`src/rtl/adc_multi_average_pkg.sv`:
```
// Shared definitions for the multi-channel ADC averager: default widths,
// FSM state type and accumulator sizing.
package adc_pkg;

    localparam int unsigned ADC_WIDTH_DEF = 12;
    localparam int unsigned MAX_LOG2_DEF  = 10;

    typedef enum logic {
        IDLE,
        ACCUM
    } ave_state_t;

    // A full 2^max_log2 window of extreme samples, plus the rounding constant, fits.
    function automatic int unsigned acc_width(input int unsigned adc_w,
                                              input int unsigned max_log2);
        return adc_w + max_log2;
    endfunction

endpackage

```
`src/rtl/adc_multi_average_channel.sv`:
```
// Single-channel boxcar accumulator with arithmetic-shift output stage.
// Optional rounding (half toward +inf) when ADC_AVERAGE_ROUND_EN is defined.
module adc_ave_channel
    import adc_pkg::*;
#(
    parameter int unsigned ADC_WIDTH = ADC_WIDTH_DEF,
    parameter int unsigned MAX_LOG2  = MAX_LOG2_DEF,
    parameter int unsigned LOG2_W    = 4
) (
    input  logic                 clk,
    input  logic                 reset,
    input  logic                 clear,
    input  logic                 accept,
    input  logic                 last,
    input  logic [LOG2_W-1:0]    log2,
    input  logic [ADC_WIDTH-1:0] sample,
    output logic [ADC_WIDTH-1:0] ave
);

    localparam int unsigned AW = acc_width(ADC_WIDTH, MAX_LOG2);

    logic signed [AW-1:0] acc_q;
    logic signed [AW-1:0] ext;
    logic signed [AW-1:0] sum;
    logic signed [AW-1:0] total;

    assign ext = {{MAX_LOG2{sample[ADC_WIDTH-1]}}, sample};
    assign sum = acc_q + ext;

`ifdef ADC_AVERAGE_ROUND_EN
    logic signed [AW-1:0] rnd;
    assign rnd   = (log2 == '0) ? '0 : (AW'(1) << (log2 - LOG2_W'(1)));
    assign total = sum + rnd;
`else
    assign total = sum;
`endif

    always_ff @(posedge clk) begin
        if (reset) begin
            acc_q <= '0;
            ave   <= '0;
        end else if (clear) begin
            acc_q <= '0;
        end else if (accept) begin
            if (last) begin
                // Restart at zero on the closing edge so continuous windows abut.
                acc_q <= '0;
                ave   <= ADC_WIDTH'(total >>> log2);
            end else begin
                acc_q <= sum;
            end
        end
    end

endmodule

```
`src/rtl/adc_multi_average.sv`:
```
// NUM_CH-channel power-of-two boxcar averager with one-shot/continuous modes.
// Build option: ADC_AVERAGE_ROUND_EN selects round-half-up instead of floor.
module adc_multi_average
    import adc_pkg::*;
#(
    parameter int unsigned ADC_WIDTH = ADC_WIDTH_DEF,
    parameter int unsigned NUM_CH    = 2,
    parameter int unsigned MAX_LOG2  = MAX_LOG2_DEF,
    parameter int unsigned LOG2_W    = 4
) (
    input  logic                        ADC_CLK,
    input  logic                        RESET,
    input  logic [NUM_CH*ADC_WIDTH-1:0] ADC_DATA_IN,
    input  logic                        SAMPLE_VALID,
    input  logic                        START,
    input  logic                        CONTINUOUS,
    input  logic [LOG2_W-1:0]           AVE_LOG2,
    output logic [NUM_CH*ADC_WIDTH-1:0] AVE_OUT,
    output logic                        AVE_VALID,
    output logic                        BUSY,
    output logic                        DONE
);

    ave_state_t state_q, state_d;

    logic [MAX_LOG2-1:0] count_q;
    logic [MAX_LOG2-1:0] last_idx;
    logic [LOG2_W-1:0]   l_q;
    logic [LOG2_W-1:0]   l_clamped;
    logic                cont_q;
    logic                accept;
    logic                last;

    assign l_clamped = (AVE_LOG2 > LOG2_W'(MAX_LOG2)) ? LOG2_W'(MAX_LOG2) : AVE_LOG2;
    assign last_idx  = ~({MAX_LOG2{1'b1}} << l_q);

    // START takes priority over any sample, including a window-closing one.
    assign accept = (state_q == ACCUM) && SAMPLE_VALID && !START;
    assign last   = accept && (count_q == last_idx);

    always_comb begin
        state_d = state_q;
        case (state_q)
            IDLE:    if (START) state_d = ACCUM;
            ACCUM: begin
                if (START)
                    state_d = ACCUM;
                else if (last && !cont_q)
                    state_d = IDLE;
            end
            default: state_d = IDLE;
        endcase
    end

    always_ff @(posedge ADC_CLK) begin
        if (RESET) begin
            state_q   <= IDLE;
            count_q   <= '0;
            l_q       <= '0;
            cont_q    <= 1'b0;
            AVE_VALID <= 1'b0;
            BUSY      <= 1'b0;
            DONE      <= 1'b0;
        end else begin
            state_q   <= state_d;
            BUSY      <= (state_d == ACCUM);
            AVE_VALID <= last;
            if (START) begin
                l_q     <= l_clamped;
                cont_q  <= CONTINUOUS;
                count_q <= '0;
                DONE    <= 1'b0;
            end else if (accept) begin
                count_q <= last ? '0 : count_q + MAX_LOG2'(1);
                if (last)
                    DONE <= 1'b1;
            end
        end
    end

    for (genvar ch = 0; ch < NUM_CH; ch++) begin : g_ch
        adc_ave_channel #(
            .ADC_WIDTH (ADC_WIDTH),
            .MAX_LOG2  (MAX_LOG2),
            .LOG2_W    (LOG2_W)
        ) u_ch (
            .clk    (ADC_CLK),
            .reset  (RESET),
            .clear  (START),
            .accept (accept),
            .last   (last),
            .log2   (l_q),
            .sample (ADC_DATA_IN[ch*ADC_WIDTH +: ADC_WIDTH]),
            .ave    (AVE_OUT[ch*ADC_WIDTH +: ADC_WIDTH])
        );
    end

endmodule

```
`config.mk`:
```
export PLATFORM = sky130hd
export DESIGN_NAME = adc_multi_average
export DESIGN_NICKNAME = d
export VERILOG_FILES = /design/src/rtl/adc_multi_average_pkg.sv /design/src/rtl/adc_multi_average_channel.sv /design/src/rtl/adc_multi_average.sv
export SDC_FILE = /design/constraint.sdc
export NUM_CORES = 1
export LEC_CHECK = 0
export CAP_MARGIN = 20
export CORE_ASPECT_RATIO = 0.6
export CORE_MARGIN = 1.5
export CORE_UTILIZATION = 61
export DETAILED_ROUTE_END_ITERATION = 10
export PLACE_DENSITY_LB_ADDON = 0.12
export SLEW_MARGIN = 20
export SYNTH_ARGS = -nofsm -noshare
export SYNTH_HDL_FRONTEND = slang
export SYNTH_HIERARCHICAL = 1
export SYNTH_SLANG_ARGS = --single-unit
```
`constraint.sdc`:
```
create_clock -name ADC_CLK -period 5.2 [get_ports ADC_CLK]
set_clock_uncertainty 0.15 [all_clocks]
set_input_delay 1.04 -clock ADC_CLK [delete_from_list [all_inputs] [get_ports ADC_CLK]]
set_output_delay 1.04 -clock ADC_CLK [all_outputs]
set_load 0.005 [all_outputs]
```
==> flow_summary_export.csv <==
group,metric,value,unit
run_status,status,"finished clean",
placement,dpl_worst_slack,170,ps
setup_path,crit_path_top_delay_cell,"clkdlybuf4s50_1",
setup_path,rr_worst_depth,11,
synth,synth-main-ff-cell,"dfxtp_1",
placement,gp_congestion,1.00,
setup_path,crit_buf_inv,1,
setup_path,cp_cell_sequence,"clkdlybuf4s50_1 > ha_1 > a21oi_1 > o21ai_1 > or2_2 > or3_1 > o311ai_0 > a311oi_1 > mux4_2 > a2111oi_0 > nor4_1",
clock_network,cts_sinks,86,
routing,vias,8519,
routing,routedWlPerCell,20.5,um
power_and_ir_drop,totalPowerFinal,1.88,mW
cells_and_area,fin_nets,1148,
clock_network,clockRootBuffer,"clkbuf_16",
clock_network,cts_buffers,9,
clock_network,htreeDepth,3,
clock_network,postCtsSetupBuffers,0,
grt,grt_usage,0.373,
routing,detail_route.vias_per_cell,6.84,
synth,ys_seq_area_frac,0.213,
setup_path,worstSetupPathType,"input port to flop",
setup_path,cp-start-kind,"input port",
timing,fin_crit,4740,ps
timing,max_freq,0.211,GHz
timing,finalMaxSlewViolations,0,
routing,drtIter0Drc,1223,
grt,grt_pass1_wl,40100,um
setup_path,endpoint_kind,"flop",
routing,drt.antenna.violating_nets,0,
routing,drc,0,
worst_hold_path,hold_class,"flop to flop",
synth,synth_compound_area_frac,0.305,
setup_path,cp_top_family,"compound AO/OA/AOI/OAI gates",
floorplan,die_y,92.1,um
synth,syn-num-nets,1111,
grt,antenna_found_initial,0,
clock_network,clock_path_buffers,2,
cells_and_area,n_fill_cell,1103,
grt,grt_max_degree,50,
synth,synthCells,1033,
grt,grt.overflow.total,0,
floorplan,core_area,12900,um2
timing,final_hold_viol_count,0,
clock_network,cts_resized,0,
clock_network,cts_tree,"built",
worst_hold_path,worstHoldStart,"g_ch[1].u_ch/ave[9]",
routing,finalWirelength,25500,um
worst_hold_path,holdPathEnd,"g_ch[1].u_ch/ave[9]",
clock_network,clk_latency,360,ps
setup_path,slowest_delay,690,ps
synth,synthXorXnorAreaFrac,0.0487,
synth,synth-seq-cells,86,
synth,syn_area,8070,um2
synth,synth_top_family_by_area,"compound AO/OA/AOI/OAI gates",
timing,setup_viol,0,
power_and_ir_drop,ir_drop,0.000141,V
setup_path,reg2reg_setup_slack,1200,ps
worst_hold_path,holdPathStages,2,
setup_path,critPathRequiredTime,5260,ps
clock_network,ctsHoldBuffers,0,
timing,slew_headroom,0.342,
floorplan,dieArea,14000,um2
setup_path,r2r-end,"g_ch[1].u_ch/ave[1]",
cells_and_area,diodes,0,
synth,synth_async_sr_flop_share,0,
run,maxCapViolations,0,
timing,grt_setup_unrepaired,"false",
synth,ys_types,87,
power_and_ir_drop,power_density,205,nW/um2
synth,synth_fa_ha_area_frac,0.0716,
setup_path,cp_num_cells,11,
setup_path,r2r_start,"l_q[1]",
grt,grt_pass1_vias,7196,
cells_and_area,area_growth,13.5,%
power_and_ir_drop,p_leak,3.61,nW
synth,synth_warnings,6,
synth,synthMuxAreaShare,0.0869,
floorplan,die_x,152,um
floorplan,io_pins,60,
floorplan,initial_utilization,0.626,
synth,syn_area_per_cell,7.82,um2
floorplan,rows,32,
timing,tightest_slew,985,ps
clock_network,clk_pin_slew,80,ps
timing,fin_tns_setup,0,ps
setup_path,worstPathMaxFanout,11,
placement,numPortBuffers,59,
setup_path,cp.arrival,4800,ps
routing,first_pass_iters,5,
timing,fin_crit_sh,0.912,
synth,synth-edff-count,0,
placement,dpl.hpwl,19200,um
cells_and_area,layout-drive-gt1-share,0.103,
synth,synth_simple_gate_area_frac,0.225,
timing,setup_ws,456,ps
## worst reg2reg max path, delay by kind of cell (launching register included)
family | cells | cell delay [ps]
DFF | 1 | 470
buffers and inverters | 3 | 720
AOI/OAI and AO/OA | 1 | 620
and+or+nand+nor | 7 | 1930
## cell families after synthesis
group                    after synthesis
AO/OA/AOI/OAI                        343
XOR/XNOR                              44
adder cells (fa/ha/maj)               45
buffers and inverters                 96
flip-flops                            86
multiplexers                          48
AND/OR/NAND/NOR                      371
## placed cells by master, fill, tap and decap left out, types with 8 or more instances in the layout
| cell | n |
|---|---|
| a2111oi_0 | 8 |
| a211oi_1 | 19 |
| a21o_1 | 14 |
| a21oi_1 | 86 |
| a22oi_1 | 22 |
| a31oi_1 | 12 |
| and2_1 | 15 |
| and3_1 | 13 |
| buf_4 | 37 |
| clkbuf_16 | 9 |
| clkdlybuf4s50_1 | 59 |
| dfxtp_1 | 84 |
| ha_1 | 43 |
| inv_1 | 26 |
| mux2i_1 | 24 |
| mux4_2 | 17 |
| nand2_1 | 88 |
| nand3_1 | 25 |
| nand4_1 | 14 |
| nor2_1 | 108 |
| nor2b_1 | 26 |
| nor3_1 | 24 |
| nor4_1 | 11 |
| o211ai_1 | 23 |
| o21ai_0 | 42 |
| o21ai_1 | 10 |
| o21bai_1 | 8 |
| or3_1 | 11 |
| xnor2_1 | 27 |
| xor2_1 | 16 |
## cells in the mapped netlist (14+ instances only)
cell type | instances | area (um2)
a21o_1 | 14 | 105
o21ai_0 | 42 | 210
ha_1 | 43 | 538
inv_1 | 26 | 97.6
nor3_1 | 24 | 120
xor2_1 | 16 | 140
and2_1 | 15 | 93.8
dfxtp_1 | 86 | 1720
mux2i_1 | 24 | 240
nand4_1 | 14 | 87.6
mux4_2 | 17 | 383
a211oi_1 | 19 | 143
xnor2_1 | 27 | 236
a22oi_1 | 22 | 165
nor2b_1 | 26 | 163
clkbuf_1 | 50 | 188
nand3_1 | 25 | 125
nor2_1 | 108 | 405
a21oi_1 | 86 | 430
nand2_1 | 88 | 330
o211ai_1 | 23 | 173
## worst max-delay path by stage
stage / startpoint / to / slack, ps
after floorplan: ADC_DATA_IN[0] / g_ch[0].u_ch/ave[8] / 1050
after global placement: ADC_DATA_IN[12] / g_ch[1].u_ch/ave[1] / 210
after detailed placement: ADC_DATA_IN[11] / g_ch[0].u_ch/ave[8] / 170
after CTS: ADC_DATA_IN[11] / g_ch[0].u_ch/ave[8] / 550
after global routing: ADC_DATA_IN[11] / g_ch[0].u_ch/ave[5] / 160
final: ADC_DATA_IN[11] / g_ch[0].u_ch/ave[5] / 460
## registers in the layout (all words and copies together) (netlist names)
signal           count
cont_q               1
g_ch.u_ch/ave       24
DONE                 1
AVE_VALID            1
g_ch.u_ch/acc_q     44
state_q              1
l_q                  4
count_q             10
## per-stage QoR
| step | std cells | hold slack (ps) | area (um2) | util |
|---|---|---|---|---|
| floorplan | 1033 | 286 | 8070 | - |
| detailed placement | 1229 | 294 | 8850 | 0.687 |
| global placement | 1229 | 284 | 8850 | 0.687 |
| finish | 1245 | 313 | 9170 | 0.711 |
| CTS | 1245 | 312 | 9170 | 0.711 |
| global route | 1245 | 326 | 9170 | 0.711 |
## power by group
| part | switching, mW | internal (mW) | leakage [nW] |
|---|---|---|---|
| sequential | 0.0138 | 0.665 | 0.695 |
| combinational | 0.295 | 0.189 | 2.77 |
| clock | 0.328 | 0.385 | 0.148 |
## per-layer routing
layer | GRT usage | wire length (um) | up-vias
li1 | - | - | 3982
met1 | 0.636 | 12700 | 3994
met2 | 0.436 | 8980 | 511
met3 | 0.106 | 3600 | 32
met4 | 0.0601 | 248 | 0
met5 | 0 | 0 | -
## layout make-up
type	count	area [um2]	area share
Inverter	26	97.6	0.0106
Tap cell	170	213	0.0232
Clock inverter	7	87.6	0.00956
Clock buffer	9	225	0.0246
Sequential cell	86	1720	0.188
Timing Repair Buffer	96	868	0.0947
Multi-Input combinational cell	851	5950	0.649
Power figures use the tool's default switching activity.
